$ cat src/rtl/eip_step_ctrl_pkg.sv
// Shared constants for the Tiny86 EIP step controller:
// FSM encodings, halt reasons, command codes, EFLAGS bits.
package eip_step_ctrl_pkg;

  localparam logic [2:0] S_IDLE  = 3'd0;
  localparam logic [2:0] S_FETCH = 3'd1;
  localparam logic [2:0] S_WAIT  = 3'd2;
  localparam logic [2:0] S_EXEC  = 3'd3;
  localparam logic [2:0] S_COMMIT = 3'd4;
  localparam logic [2:0] S_HALT  = 3'd5;
  localparam logic [2:0] S_FAULT = 3'd6;

  localparam logic [2:0] HR_NONE  = 3'd0;
  localparam logic [2:0] HR_HLT   = 3'd1;
  localparam logic [2:0] HR_LIMIT = 3'd2;
  localparam logic [2:0] HR_LOOP  = 3'd3;
  localparam logic [2:0] HR_FETCH = 3'd4;
  localparam logic [2:0] HR_LEN   = 3'd5;

  localparam logic [6:0] CMD_NOP  = 7'h00;
  localparam logic [6:0] CMD_HLT  = 7'h01;
  localparam logic [6:0] CMD_JMP  = 7'h02;
  localparam logic [6:0] CMD_JMPI = 7'h03;
  localparam logic [6:0] CMD_JE   = 7'h04;
  localparam logic [6:0] CMD_JNE  = 7'h05;
  localparam logic [6:0] CMD_LOOP = 7'h06;

  localparam int ZF_BIT = 6;

endpackage

$ cat src/rtl/eip_step_ctrl_cfu.sv
// Control flow unit: next EIP from current EIP,
// opcode, length, flags and branch operand.
module eip_step_ctrl_cfu
  import eip_step_ctrl_pkg::*;
(
  input  logic [31:0] eip_i,
  input  logic [6:0]  opc_i,
  input  logic [3:0]  len_i,
  input  logic [31:0] eflags_i,
  input  logic        ecx_zero_i,
  input  logic [31:0] address_i,
  output logic [31:0] next_eip_o
);

  logic [31:0] seq;
  logic [31:0] rel;
  logic        zf;

  assign seq = eip_i + {28'd0, len_i};
  assign rel = seq + address_i;
  assign zf  = eflags_i[ZF_BIT];

  always_comb begin
    next_eip_o = seq;
    unique case (1'b1)
      (opc_i == CMD_JMP):  next_eip_o = rel;
      (opc_i == CMD_JMPI): next_eip_o = address_i;
      (opc_i == CMD_JE):   next_eip_o = zf ? rel : seq;
      (opc_i == CMD_JNE):  next_eip_o = zf ? seq : rel;
      (opc_i == CMD_LOOP): next_eip_o = ecx_zero_i ? seq : rel;
      default:             next_eip_o = seq;
    endcase
  end

endmodule

$ cat src/rtl/eip_step_ctrl.sv
// Per-instruction sequencer: owns EIP, steps FETCH/EXEC/COMMIT,
// and stops on HLT, step limit, self-loop or fetch fault.
module eip_step_ctrl
  import eip_step_ctrl_pkg::*;
#(
  parameter int         STEP_W   = 32,
  parameter logic [6:0] HALT_OPC = CMD_HLT,
  parameter int         MAX_LEN  = 15
) (
  input  logic              clk,
  input  logic              rst_n,
  input  logic              start,
  input  logic [31:0]       entry_eip,
  input  logic [STEP_W-1:0] step_limit,
  output logic              fetch_req_valid,
  input  logic              fetch_req_ready,
  output logic [31:0]       fetch_req_eip,
  input  logic              fetch_rsp_valid,
  input  logic [6:0]        fetch_rsp_opc,
  input  logic [3:0]        fetch_rsp_len,
  input  logic              fetch_rsp_fault,
  output logic              exec_req_valid,
  input  logic              exec_rsp_valid,
  input  logic [31:0]       exec_eflags,
  input  logic              exec_ecx_zero,
  input  logic [31:0]       exec_address,
  output logic              commit_valid,
  output logic [31:0]       commit_eip,
  output logic [31:0]       commit_next_eip,
  output logic [31:0]       eip,
  output logic [STEP_W-1:0] step_count,
  output logic              busy,
  output logic              halted,
  output logic              faulted,
  output logic [2:0]        halt_reason
);

  logic [2:0]        state_q, state_d;
  logic [31:0]       eip_q, eip_d;
  logic [STEP_W-1:0] step_q, step_d;
  logic [STEP_W-1:0] limit_q, limit_d;
  logic [2:0]        reason_q, reason_d;
  logic [6:0]        opc_q, opc_d;
  logic [3:0]        len_q, len_d;
  logic [31:0]       eflags_q, eflags_d;
  logic              ecxz_q, ecxz_d;
  logic [31:0]       addr_q, addr_d;
  logic [31:0]       next_eip;
  logic [STEP_W-1:0] step_inc;
  logic              len_bad;

  // Fed only from latches so next_eip is stable through COMMIT.
  eip_step_ctrl_cfu u_cfu (
    .eip_i      (eip_q),
    .opc_i      (opc_q),
    .len_i      (len_q),
    .eflags_i   (eflags_q),
    .ecx_zero_i (ecxz_q),
    .address_i  (addr_q),
    .next_eip_o (next_eip)
  );

  assign step_inc = step_q + STEP_W'(1);
  assign len_bad  = (fetch_rsp_len == 4'd0) ||
                    ({1'b0, fetch_rsp_len} > 5'(MAX_LEN));

  always_comb begin
    state_d  = state_q;
    eip_d    = eip_q;
    step_d   = step_q;
    limit_d  = limit_q;
    reason_d = reason_q;
    opc_d    = opc_q;
    len_d    = len_q;
    eflags_d = eflags_q;
    ecxz_d   = ecxz_q;
    addr_d   = addr_q;
    case (state_q)
      S_IDLE, S_HALT, S_FAULT: begin
        if (start) begin
          state_d  = S_FETCH;
          eip_d    = entry_eip;
          step_d   = '0;
          limit_d  = step_limit;
          reason_d = HR_NONE;
        end
      end
      S_FETCH: begin
        if (fetch_req_ready) state_d = S_WAIT;
      end
      S_WAIT: begin
        if (fetch_rsp_valid) begin
          if (fetch_rsp_fault) begin
            state_d  = S_FAULT;
            reason_d = HR_FETCH;
          end else if (len_bad) begin
            state_d  = S_FAULT;
            reason_d = HR_LEN;
          end else begin
            state_d = S_EXEC;
            opc_d   = fetch_rsp_opc;
            len_d   = fetch_rsp_len;
          end
        end
      end
      S_EXEC: begin
        if (exec_rsp_valid) begin
          state_d  = S_COMMIT;
          eflags_d = exec_eflags;
          ecxz_d   = exec_ecx_zero;
          addr_d   = exec_address;
        end
      end
      S_COMMIT: begin
        eip_d  = next_eip;
        step_d = step_inc;
        if (opc_q == HALT_OPC) begin
          state_d  = S_HALT;
          reason_d = HR_HLT;
        end else if (limit_q != '0 && step_inc == limit_q) begin
          state_d  = S_HALT;
          reason_d = HR_LIMIT;
        end else if (next_eip == eip_q) begin
          state_d  = S_HALT;
          reason_d = HR_LOOP;
        end else begin
          state_d = S_FETCH;
        end
      end
      default: state_d = S_IDLE;
    endcase
  end

  always_ff @(posedge clk) begin
    if (!rst_n) begin
      state_q  <= S_IDLE;
      eip_q    <= '0;
      step_q   <= '0;
      limit_q  <= '0;
      reason_q <= HR_NONE;
      opc_q    <= '0;
      len_q    <= '0;
      eflags_q <= '0;
      ecxz_q   <= 1'b0;
      addr_q   <= '0;
    end else begin
      state_q  <= state_d;
      eip_q    <= eip_d;
      step_q   <= step_d;
      limit_q  <= limit_d;
      reason_q <= reason_d;
      opc_q    <= opc_d;
      len_q    <= len_d;
      eflags_q <= eflags_d;
      ecxz_q   <= ecxz_d;
      addr_q   <= addr_d;
    end
  end

  assign fetch_req_valid = (state_q == S_FETCH);
  assign fetch_req_eip   = eip_q;
  assign exec_req_valid  = (state_q == S_EXEC);
  assign commit_valid    = (state_q == S_COMMIT);
  assign commit_eip      = eip_q;
  assign commit_next_eip = next_eip;
  assign eip             = eip_q;
  assign step_count      = step_q;
  assign halted          = (state_q == S_HALT);
  assign faulted         = (state_q == S_FAULT);
  assign busy            = !(state_q == S_IDLE || halted || faulted);
  assign halt_reason     = reason_q;

endmodule

$ cat config.mk
export PLATFORM = sky130hd
export DESIGN_NAME = eip_step_ctrl
export DESIGN_NICKNAME = d
export VERILOG_FILES = /design/src/rtl/eip_step_ctrl_pkg.sv /design/src/rtl/eip_step_ctrl_cfu.sv /design/src/rtl/eip_step_ctrl.sv
export SDC_FILE = /design/constraint.sdc
export NUM_CORES = 1
export LEC_CHECK = 0
export BUFFER_PORTS_ARGS = -buffer_cell sky130_fd_sc_hd__buf_2
export CAP_MARGIN = 10
export CORE_AREA = 3 3 166 136
export DETAILED_ROUTE_END_ITERATION = 7
export DIE_AREA = 0 0 169 139
export GPL_TIMING_DRIVEN = 0
export PLACE_DENSITY = 0.93
export SLEW_MARGIN = 5
export SYNTH_ARGS = -nofsm -noshare
export SYNTH_HDL_FRONTEND = slang
export SYNTH_HIERARCHICAL = 1
export SYNTH_SLANG_ARGS = --single-unit
$ cat constraint.sdc
create_clock -name clk -period 7.6 [get_ports clk]
set_input_delay 1.52 -clock clk [delete_from_list [all_inputs] [get_ports clk]]
set_output_delay 1.52 -clock clk [all_outputs]
set_load 0.1 [all_outputs]
Yosys cells after proc, flatten, opt, wreduce, memory -nomap -nowiden
Cells that the tools add are included.
{"block": "word_totals", "regBits": 153, "latch_bits": 0, "ramBits": 0, "mem_bits_ro": 0, "input_bits": 147, "output_inout_bits": 169, "word_cells": 77, "n_memories": 0}
{"block": "op_classes", "addsub": 3, "n_mul": 0, "div": 0, "magnitude_cmp": 0, "n_eq_ne": 20, "shift": 0, "muxes": 26, "n_bitwise": 2, "n_reduce_logical": 16}
{"cell": "32-bit 2-to-1 mux", "n": 5}
{"cell": "32-bit one-hot mux with 5 select lines", "n": 1}
{"cell": "32-bit one-hot mux with 2 select lines", "n": 2}
{"cell": "32-bit equality test", "n": 2}
{"cell": "3-bit 2-to-1 mux", "n": 16}
{"cell": "32-bit by 1-bit adder with 32-bit output (second input constant)", "n": 1}
{"cell": "32-bit adder", "n": 1}
{"cell": "32-bit by 4-bit adder with 32-bit output", "n": 1}
{"cell": "32-bit nonzero test", "n": 1}
{"cell": "7-bit by 3-bit equality test with 1-bit output (second input constant)", "n": 3}
{"cell": "3-bit one-hot mux with 5 select lines", "n": 1}
{"cell": "7-bit by 2-bit equality test with 1-bit output (second input constant)", "n": 2}
{"cell": "3-bit equality test (second input constant)", "n": 3}
{"cell": "3-bit one-hot mux with 3 select lines", "n": 1}
{"cell": "4-bit AND reduction", "n": 2}
{"cell": "7-bit by 1-bit equality test with 1-bit output (second input constant)", "n": 1}
{"cell": "3-bit by 2-bit equality test with 1-bit output (second input constant)", "n": 2}
{"cell": "2-bit AND reduction", "n": 3}
{"cell": "5-bit AND reduction", "n": 1}
{"cell": "4-bit zero test", "n": 1}
{"cell": "2-bit by 1-bit != test with 1-bit output (second input constant)", "n": 2}
{"cell": "2-bit != test (second input constant)", "n": 2}
{"cell": "4-bit by 1-bit != test with 1-bit output (second input constant)", "n": 1}
{"cell": "3-bit by 1-bit equality test with 1-bit output (second input constant)", "n": 1}
{"cell": "other kinds (9)", "n": 11}

Depth between registers and ports, before layout
Gate-level depths: netlist of the first run.
{"block": "logic_depth", "depth_word": 9, "depth_mapped": 25, "mapped_depth_nobuf": 25}

Hierarchy
Netlist of the first run, hierarchy kept.
{"mod": "eip_step_ctrl", "n_inst": 1, "cells_each": 1237, "area_per_inst_um2": 9293.9, "seq_area_each_um2": 3563.4}
{"mod": "eip_step_ctrl_cfu", "n_inst": 1, "cells_each": 449, "area_per_inst_um2": 3075.4, "seq_area_each_um2": 0.0}

Worst setup path after synthesis of the first run
Ideal clock, no wire load.
{"block": "synth_timing", "path_kind": "flip-flop to output port", "start": "register eip_q[0] (netlist: commit_eip[0])", "end": "output port commit_next_eip[23]", "t_arrival_ns": 6.332, "t_required_ns": 6.080, "path_slack_ns": -0.252, "stages_incl_launch_ff": 17, "path_buffers": 1, "cell_sequence": "dfxtp_1 ha_1 fa_1 a21o_1 a21oi_1 nor2_1 and3_1 xor2_1 ha_1 buf_2 nor2_1 nor4_4 o2111ai_1 a21o_2 a21oi_1 mux2_2 o21ai_0"}
{"block": "synth_via", "elab_chain_cells": 4, "word_cells_on_any_way": 6, "classes_between": "add/sub (2); mux (4)"}
{"item": "from (decl)", "line_no": "eip_step_ctrl.sv:39", "source": "logic [31:0] eip_q, eip_d;"}
{"item": "from (signal assigned)", "line_no": "eip_step_ctrl.sv:148", "source": "eip_q <= eip_d;"}
{"item": "32-bit by 4-bit adder with 32-bit output (*)", "line_no": "eip_step_ctrl_cfu.sv:19", "source": "assign seq = eip_i + {28'd0, len_i};"}
{"item": "32-bit adder", "line_no": "eip_step_ctrl_cfu.sv:20", "source": "assign rel = seq + address_i;"}
{"item": "32-bit 2-to-1 mux, on equally long branches", "line_no": "eip_step_ctrl_cfu.sv:30, eip_step_ctrl_cfu.sv:28, eip_step_ctrl_cfu.sv:29"}
{"item": "32-bit one-hot mux with 5 select lines (*)", "line_no": "eip_step_ctrl_cfu.sv:25", "source": "unique case (1'b1)"}
{"item": "to (decl)", "line_no": "eip_step_ctrl.sv:29", "source": "output logic [31:0] commit_next_eip,"}
Every way passes the cells marked *; elsewhere a longest branch is shown, timed or not.

Worst setup path in the final report of the first run
{"block": "layout_timing", "start": "register eip_q[0] (netlist: commit_eip[0])", "end": "output port commit_next_eip[29]"}
Same word-level chain as after synthesis.

==> results of run 1 <==
[worst max path at each step]
| stage | from | end | slack, ns |
|---|---|---|---|
| floorplan | commit_eip[0]$_SDFFE_PN0P_ | commit_next_eip[15] | 0.008 |
| global placement | commit_eip[0]$_SDFFE_PN0P_ | commit_next_eip[26] | 0.84 |
| detailed placement | commit_eip[0]$_SDFFE_PN0P_ | commit_next_eip[26] | 0.69 |
| CTS | commit_eip[0]$_SDFFE_PN0P_ | commit_next_eip[26] | 0.21 |
| global route | commit_eip[0]$_SDFFE_PN0P_ | commit_next_eip[26] | 0.12 |
| finish | commit_eip[0]$_SDFFE_PN0P_ | commit_next_eip[29] | 0.19 |
[cell type report]
class | count | area share [%]
Inverter | 24 | 0.656
Clock inverter | 13 | 1.17
Buffer | 165 | 6.55
Timing Repair Buffer | 284 | 10.4
Tap cell | 275 | 2.51
Clock buffer | 19 | 3.30
Sequential cell | 147 | 21.4
Multi-Input combinational cell | 1220 | 54.0
[through the flow]
| stage | total power [mW] | setup WS (ns) | util (%) | std cells | area [sq um] |
|---|---|---|---|---|---|
| after floorplan | 3.60 | 0.00796 | - | 1556 | 11300 |
| after global placement | 4.18 | 0.842 | 61.8 | 2115 | 13100 |
| after detailed placement | 4.22 | 0.691 | 61.8 | 2115 | 13100 |
| after CTS | 5.13 | 0.207 | 64.7 | 2147 | 13700 |
| after global routing | 5.36 | 0.124 | 64.7 | 2147 | 13700 |
| final | 5.19 | 0.189 | 64.7 | 2147 | 13700 |
[timing repair]
action	in CTS	in global routing
endpoints found under the setup margin	0	4
setup buffers	0	0
gates resized for setup	0	3
[power by group]
part	internal [mW]	total [mW]	switching [mW]
Combinational	0.705	3.18	2.47
Clock	0.515	0.912	0.397
Sequential	0.877	1.10	0.226
Total	2.10	5.19	3.10
[flip-flops by register name, summed over array words and instances, names as in the netlist]
signal	count
commit_eip	32
opc_q	7
eflags_q	1
limit_q	32
ecxz_q	1
state_q	3
addr_q	32
step_count	32
halt_reason	3
len_q	4
[layout by cell type (no fill, tap or decap), drive strengths merged, types with 18 or more instances in the layout]
cell type and n:
nor4 37, and3 18, inv 32, dfxtp 147, nand3 33, nand2 279, clkbuf 86, ha 41
buf 382, xor2 70, a22oi 25, nor2 122, nand4 40, o21ai 76, a21oi 141, a311oi 38
xnor2 52, nor3 31
[critical path: stages, from the launching register on]
cell and delay, ns:
dfxtp_1 0.52, ha_1 0.28, fa_1 0.24, a21o_1 0.15, a21oi_2 0.12, nor2_1 0.33, nand4_1 0.47, nor2_1 0.28
xor2_1 0.22, ha_1 0.34, a21oi_1 0.33, nor2b_1 0.09, o21a_1 0.21, o41ai_1 0.52, a31oi_2 0.26, xnor2_1 0.17
o21ai_1 0.40, buf_2 0.52
[routing by layer]
metal	vias up	track usage [%]	wire (um)
li1	6103	-	-
met1	6296	54.3	18900
met2	973	53.2	18700
met3	120	9.55	6720
met4	0	11.7	1360
met5	-	0	0
==> results.py, run 1 <==
metrics = {
    "worst_hold_path": {
        "min_from": "addr_q[0]$_SDFFE_PN0P_",
        "hold_end": "addr_q[0]$_SDFFE_PN0P_",
        "min_delay_path_depth": 2,
        "min_path_type": "reg2reg",
    },
    "floorplan": {
        "dieArea_sq_um": 23500,
        "core-area_sq_um": 21200,
        "rows": 48,
        "start_util_pct": 53.5,
        "ioPinCount": 316,
        "die_h_um": 139,
        "die_x_um": 169,
    },
    "critical_path": {
        "criticalPathCategory": "reg2out",
        "cp.arrival_ns": 5.89,
        "reg2reg_depth": 23,
        "critPathLaunchType": "flop",
        "worst-endpoint-required_ns": 6.08,
        "cp_max_fo": 7,
        "timing.rr.start": "commit_eip[0]$_SDFFE_PN0P_",
        "endpoint_kind": "output pin",
        "regToRegSetupSlack_ns": 0.99,
        "regToRegEndpoint": "halt_reason[0]$_SDFFE_PN0P_",
    },
    "clock_network": {
        "clock-sinks": 147,
        "tritoncts": "built",
        "cts_buffers": 17,
        "cts_buffer_depth": 2,
        "clkTransAtPathRegs_ns": 0.06,
        "cts_root_buf": "clkbuf_16",
        "clkLatencyLatePin_ns": 0.44,
        "postCtsHoldBufs": 0,
        "h-tree-depth": 4,
    },
    "routing": {
        "drc_errors": 0,
        "wire_per_inst_um": 21.2,
        "first_iter_violations": 2076,
        "drt-vias-per-instance": 6.28,
        "wl_um": 45600,
        "dr.pass1.iters": 6,
        "vias": 13500,
        "antenna_left": 0,
    },
    "cells_and_area": {
        "fill_cells": 1878,
        "diodes": 0,
        "nets": 2049,
        "multi_input_area_sq_um": 7410,
        "drive_gt1_share_pct": 23.2,
        "seqCellArea_sq_um": 2940,
        "syn_to_final_growth_pct": 21.1,
    },
    "synthesis": {
        "synthCells": 1556,
        "syn_area_sq_um": 11300,
        "avgSynthCellArea_sq_um": 7.29,
        "syn_nets": 1746,
        "synth_warnings": 6,
    },
    "sta": {
        "rsz0062_at_grt": "false",
        "fmax_mhz": 135,
        "timing.final.crit_share_pct": 97.5,
        "report.final.slew_viol_count": 0,
        "setup_tns_ns": 0,
        "relSlewSlack_pct": 28.9,
        "hold_slack_ns": 0.487,
        "finClkSkew_ns": 0.0155,
        "min_period_ns": 7.41,
        "hold_viol_final": 0,
        "max_slew.worst_pin.slew_ns": 1.07,
        "setup_viol": 0,
    },
    "global_route": {
        "overflow": 0,
        "grt_pass1_vias": 12100,
        "grt_pass1_wl_um": 69100,
        "antenna_found_initial": 0,
        "grt_use_total_pct": 37.1,
        "grt_max_degree": 17,
    },
    "run": {
        "max_cap_viol_count": 0,
    },
    "placed_design": {
        "gp_congestion": 1.06,
        "portBuffers": 284,
        "dp_hpwl_um": 35400,
    },
    "pwr": {
        "p_per_area_nw_per_um2": 378,
        "p_leak_nw": 6.16,
        "ir_drop_uv": 346,
    },
    "status": {
        "status": "completed",
    },
}
No activity file was read; power rests on OpenSTA's default activity.
==> run 2, diff against run 1 <==
--- a/config.mk
+++ b/config.mk
@@ -7,11 +7,12 @@
 export LEC_CHECK = 0
 export BUFFER_PORTS_ARGS = -buffer_cell sky130_fd_sc_hd__buf_2
 export CAP_MARGIN = 10
-export CORE_AREA = 3 3 166 136
+export CORE_AREA = 3 3 165 135
+export CTS_BUF_LIST = sky130_fd_sc_hd__clkbuf_8
 export DETAILED_ROUTE_END_ITERATION = 7
-export DIE_AREA = 0 0 169 139
+export DIE_AREA = 0 0 168 138
 export GPL_TIMING_DRIVEN = 0
-export PLACE_DENSITY = 0.93
+export PLACE_DENSITY = 0.94
 export SLEW_MARGIN = 5
 export SYNTH_ARGS = -nofsm -noshare
 export SYNTH_HDL_FRONTEND = slang
==> run 2 against run 1 <==
The run now ends with DRC left. Global-route usage grew 0.65 points. Non-clock buffer count grew 1. Clock-buffer cell count shrank 2. First-iteration DRC count shrank 4.0%. Sequential cell count is the same. Clock skew shrank 0.0030 ns. Via count grew 0.60%. Critical path depth shrank 1. Sequential power is essentially flat. Clock power shrank 22%.
==> results.py, run 2 (synthesized netlist as in run 1, its figures left out) <==
metrics = {
    "status": {
        "status": "finished with violations",
        "violations": "DRC",
    },
    "pwr": {
        "total_power_mw": 5.00,
        "power_switching_mw": 3.08,
        "comb_power_share_pct": 63.7,
        "intPower_mw": 1.92,
        "p_per_area_nw_per_um2": 369,
        "p_clk_share_pct": 14.3,
        "p_leak_nw": 6.08,
        "pwr-share-seq_pct": 22.0,
        "ir_drop_uv": 372,
        "switching_share_pct": 61.6,
    },
    "cells_and_area": {
        "final_cells": 2142,
        "postLayoutCoreUtil_pct": 65.6,
        "mostFrequentLayoutCell": "buf_2",
        "nets": 2050,
        "finalInstanceArea_sq_um": 13500,
        "fill_cells": 1805,
        "diodes": 0,
        "syn_to_final_growth_pct": 19.5,
        "mostFrequentLayoutCells": "buf_2, nand2_1, dfxtp_1, a21oi_1, nor2_1",
        "drive_gt1_share_pct": 23.3,
    },
    "global_route": {
        "antenna_found_initial": 0,
        "grt.busiest_layer": "met1",
        "met3_usage_pct": 11.2,
        "grt_use_total_pct": 37.7,
        "grt_pass1_wl_um": 69700,
        "overflow": 0,
        "grtUsageMet2_pct": 54.0,
        "grt_max_degree": 17,
        "met1_usage_pct": 55.2,
        "grt_pass1_vias": 12100,
    },
    "floorplan": {
        "core-area_sq_um": 20600,
        "die_x_um": 168,
        "start_util_pct": 54.9,
        "die_h_um": 138,
        "rows": 47,
        "dieArea_sq_um": 23200,
        "ioPinCount": 316,
    },
    "placed_design": {
        "dp_hpwl_um": 36100,
        "dp_cells": 2109,
        "placed_area_sq_um": 13100,
        "gp_congestion": 1.04,
        "pre_cts_ws_ns": 0.633,
        "portBuffers": 284,
    },
    "critical_path": {
        "cp_max_fo": 6,
        "worst-endpoint-required_ns": 6.08,
        "criticalPathCategory": "reg2out",
        "cp.arrival_ns": 5.90,
        "critPathLaunchType": "flop",
        "endpoint_kind": "output pin",
    },
    "clock_network": {
        "clkTransAtPathRegs_ns": 0.09,
        "cts_buffer_depth": 2,
        "cts_root_buf": "clkbuf_8",
        "clkLatencyLatePin_ns": 0.49,
        "h-tree-depth": 4,
        "cts_buffers": 17,
        "tritoncts": "built",
        "clock-sinks": 147,
    },
    "routing": {
        "drt-vias-per-instance": 6.34,
        "antenna_left": 0,
        "vias": 13600,
        "wl_um": 46100,
        "drc_errors": 2,
        "wire_per_inst_um": 21.5,
        "dr.pass1.iters": 8,
        "first_iter_violations": 1993,
    },
    "sta": {
        "hold_slack_ns": 0.486,
        "relSlewSlack_pct": 28.8,
        "setup_viol": 0,
        "max_slew.worst_pin.slew_ns": 1.06,
        "setup_tns_ns": 0,
        "rsz0062_at_grt": "false",
        "worst_slack_ns": 0.181,
        "fmax_mhz": 135,
        "hold_viol_final": 0,
        "report.final.slew_viol_count": 0,
        "finClkSkew_ns": 0.0125,
        "min_period_ns": 7.42,
        "timing.final.crit_share_pct": 97.6,
    },
    "worst_hold_path": {
        "min_path_type": "reg2reg",
    },
    "run": {
        "max_cap_viol_count": 0,
    },
}
[run 2: cell types whose count changed in the layout (fill, tap and decap cells not counted)]
cell        before  now
buf_2          304  305
buf_4           65   66
bufinv_16        2    3
clkbuf_16       17    0
clkbuf_4         2    1
clkbuf_8         2   17
clkinv_2         1    0
clkinv_4         1    0
clkinvlp_4       0    2
inv_6            6    5
inv_8            3    5
[run 2: cell type report]
cell class | count | area (sq um) | share of cell area [%]
Tap cell | 269 | 337 | 2.48
Buffer | 165 | 900 | 6.64
Inverter | 24 | 90.1 | 0.665
Clock buffer | 17 | 234 | 1.73
Clock inverter | 15 | 205 | 1.51
Sequential cell | 147 | 2940 | 21.7
Timing Repair Buffer | 285 | 1430 | 10.6
Multi-Input combinational cell | 1220 | 7410 | 54.7
[run 2: layer usage]
layer / vias to the layer above / wire length [um]
met2: 1054 / 18700
met5: - / 0
met3: 116 / 6690
li1: 6118 / -
met1: 6285 / 19500
met4: 0 / 1140
[run 2: final timing paths]
path / startpoint / endpoint / slack [ns] / depth (start not counted)
max reg2reg: commit_eip[0]$_SDFFE_PN0P_ / halt_reason[0]$_SDFFE_PN0P_ / 0.77 / 22
min reg2reg: halt_reason[2]$_SDFFE_PN0P_ / halt_reason[2]$_SDFFE_PN0P_ / 0.49 / 2
max: commit_eip[0]$_SDFFE_PN0P_ / commit_next_eip[30] / 0.18 / 16
min: halt_reason[2]$_SDFFE_PN0P_ / halt_reason[2]$_SDFFE_PN0P_ / 0.49 / 2
[run 2: critical path, stage by stage (launching register included)]
cell	delay, ns
dfxtp_1	0.56
ha_1	0.29
a211oi_1	0.10
o21bai_1	0.61
nor3b_1	0.55
nand3_1	0.17
xnor2_1	0.19
ha_1	0.35
nand2_1	0.09
nor2_1	0.30
nand4_1	0.19
a2111oi_2	0.63
o31ai_1	0.22
a21oi_2	0.31
nand2_1	0.10
o211ai_1	0.23
buf_2	0.51
[run 2: power by group through the flow]
stage | Clock, mW | Combinational (mW) | Sequential, mW
floorplan | 0 | 2.21 | 1.40
global placement | 0 | 3.09 | 1.10
detailed placement | 0 | 3.12 | 1.11
CTS | 0.714 | 3.13 | 1.09
global route | 0.746 | 3.31 | 1.11
finish | 0.714 | 3.18 | 1.10
[run 2: what timing repair did]
action                                  CTS  global route
endpoints found under the setup margin    0             6
hold buffers                              0             0
resized for setup                         0             2
buffers inserted                          0             1
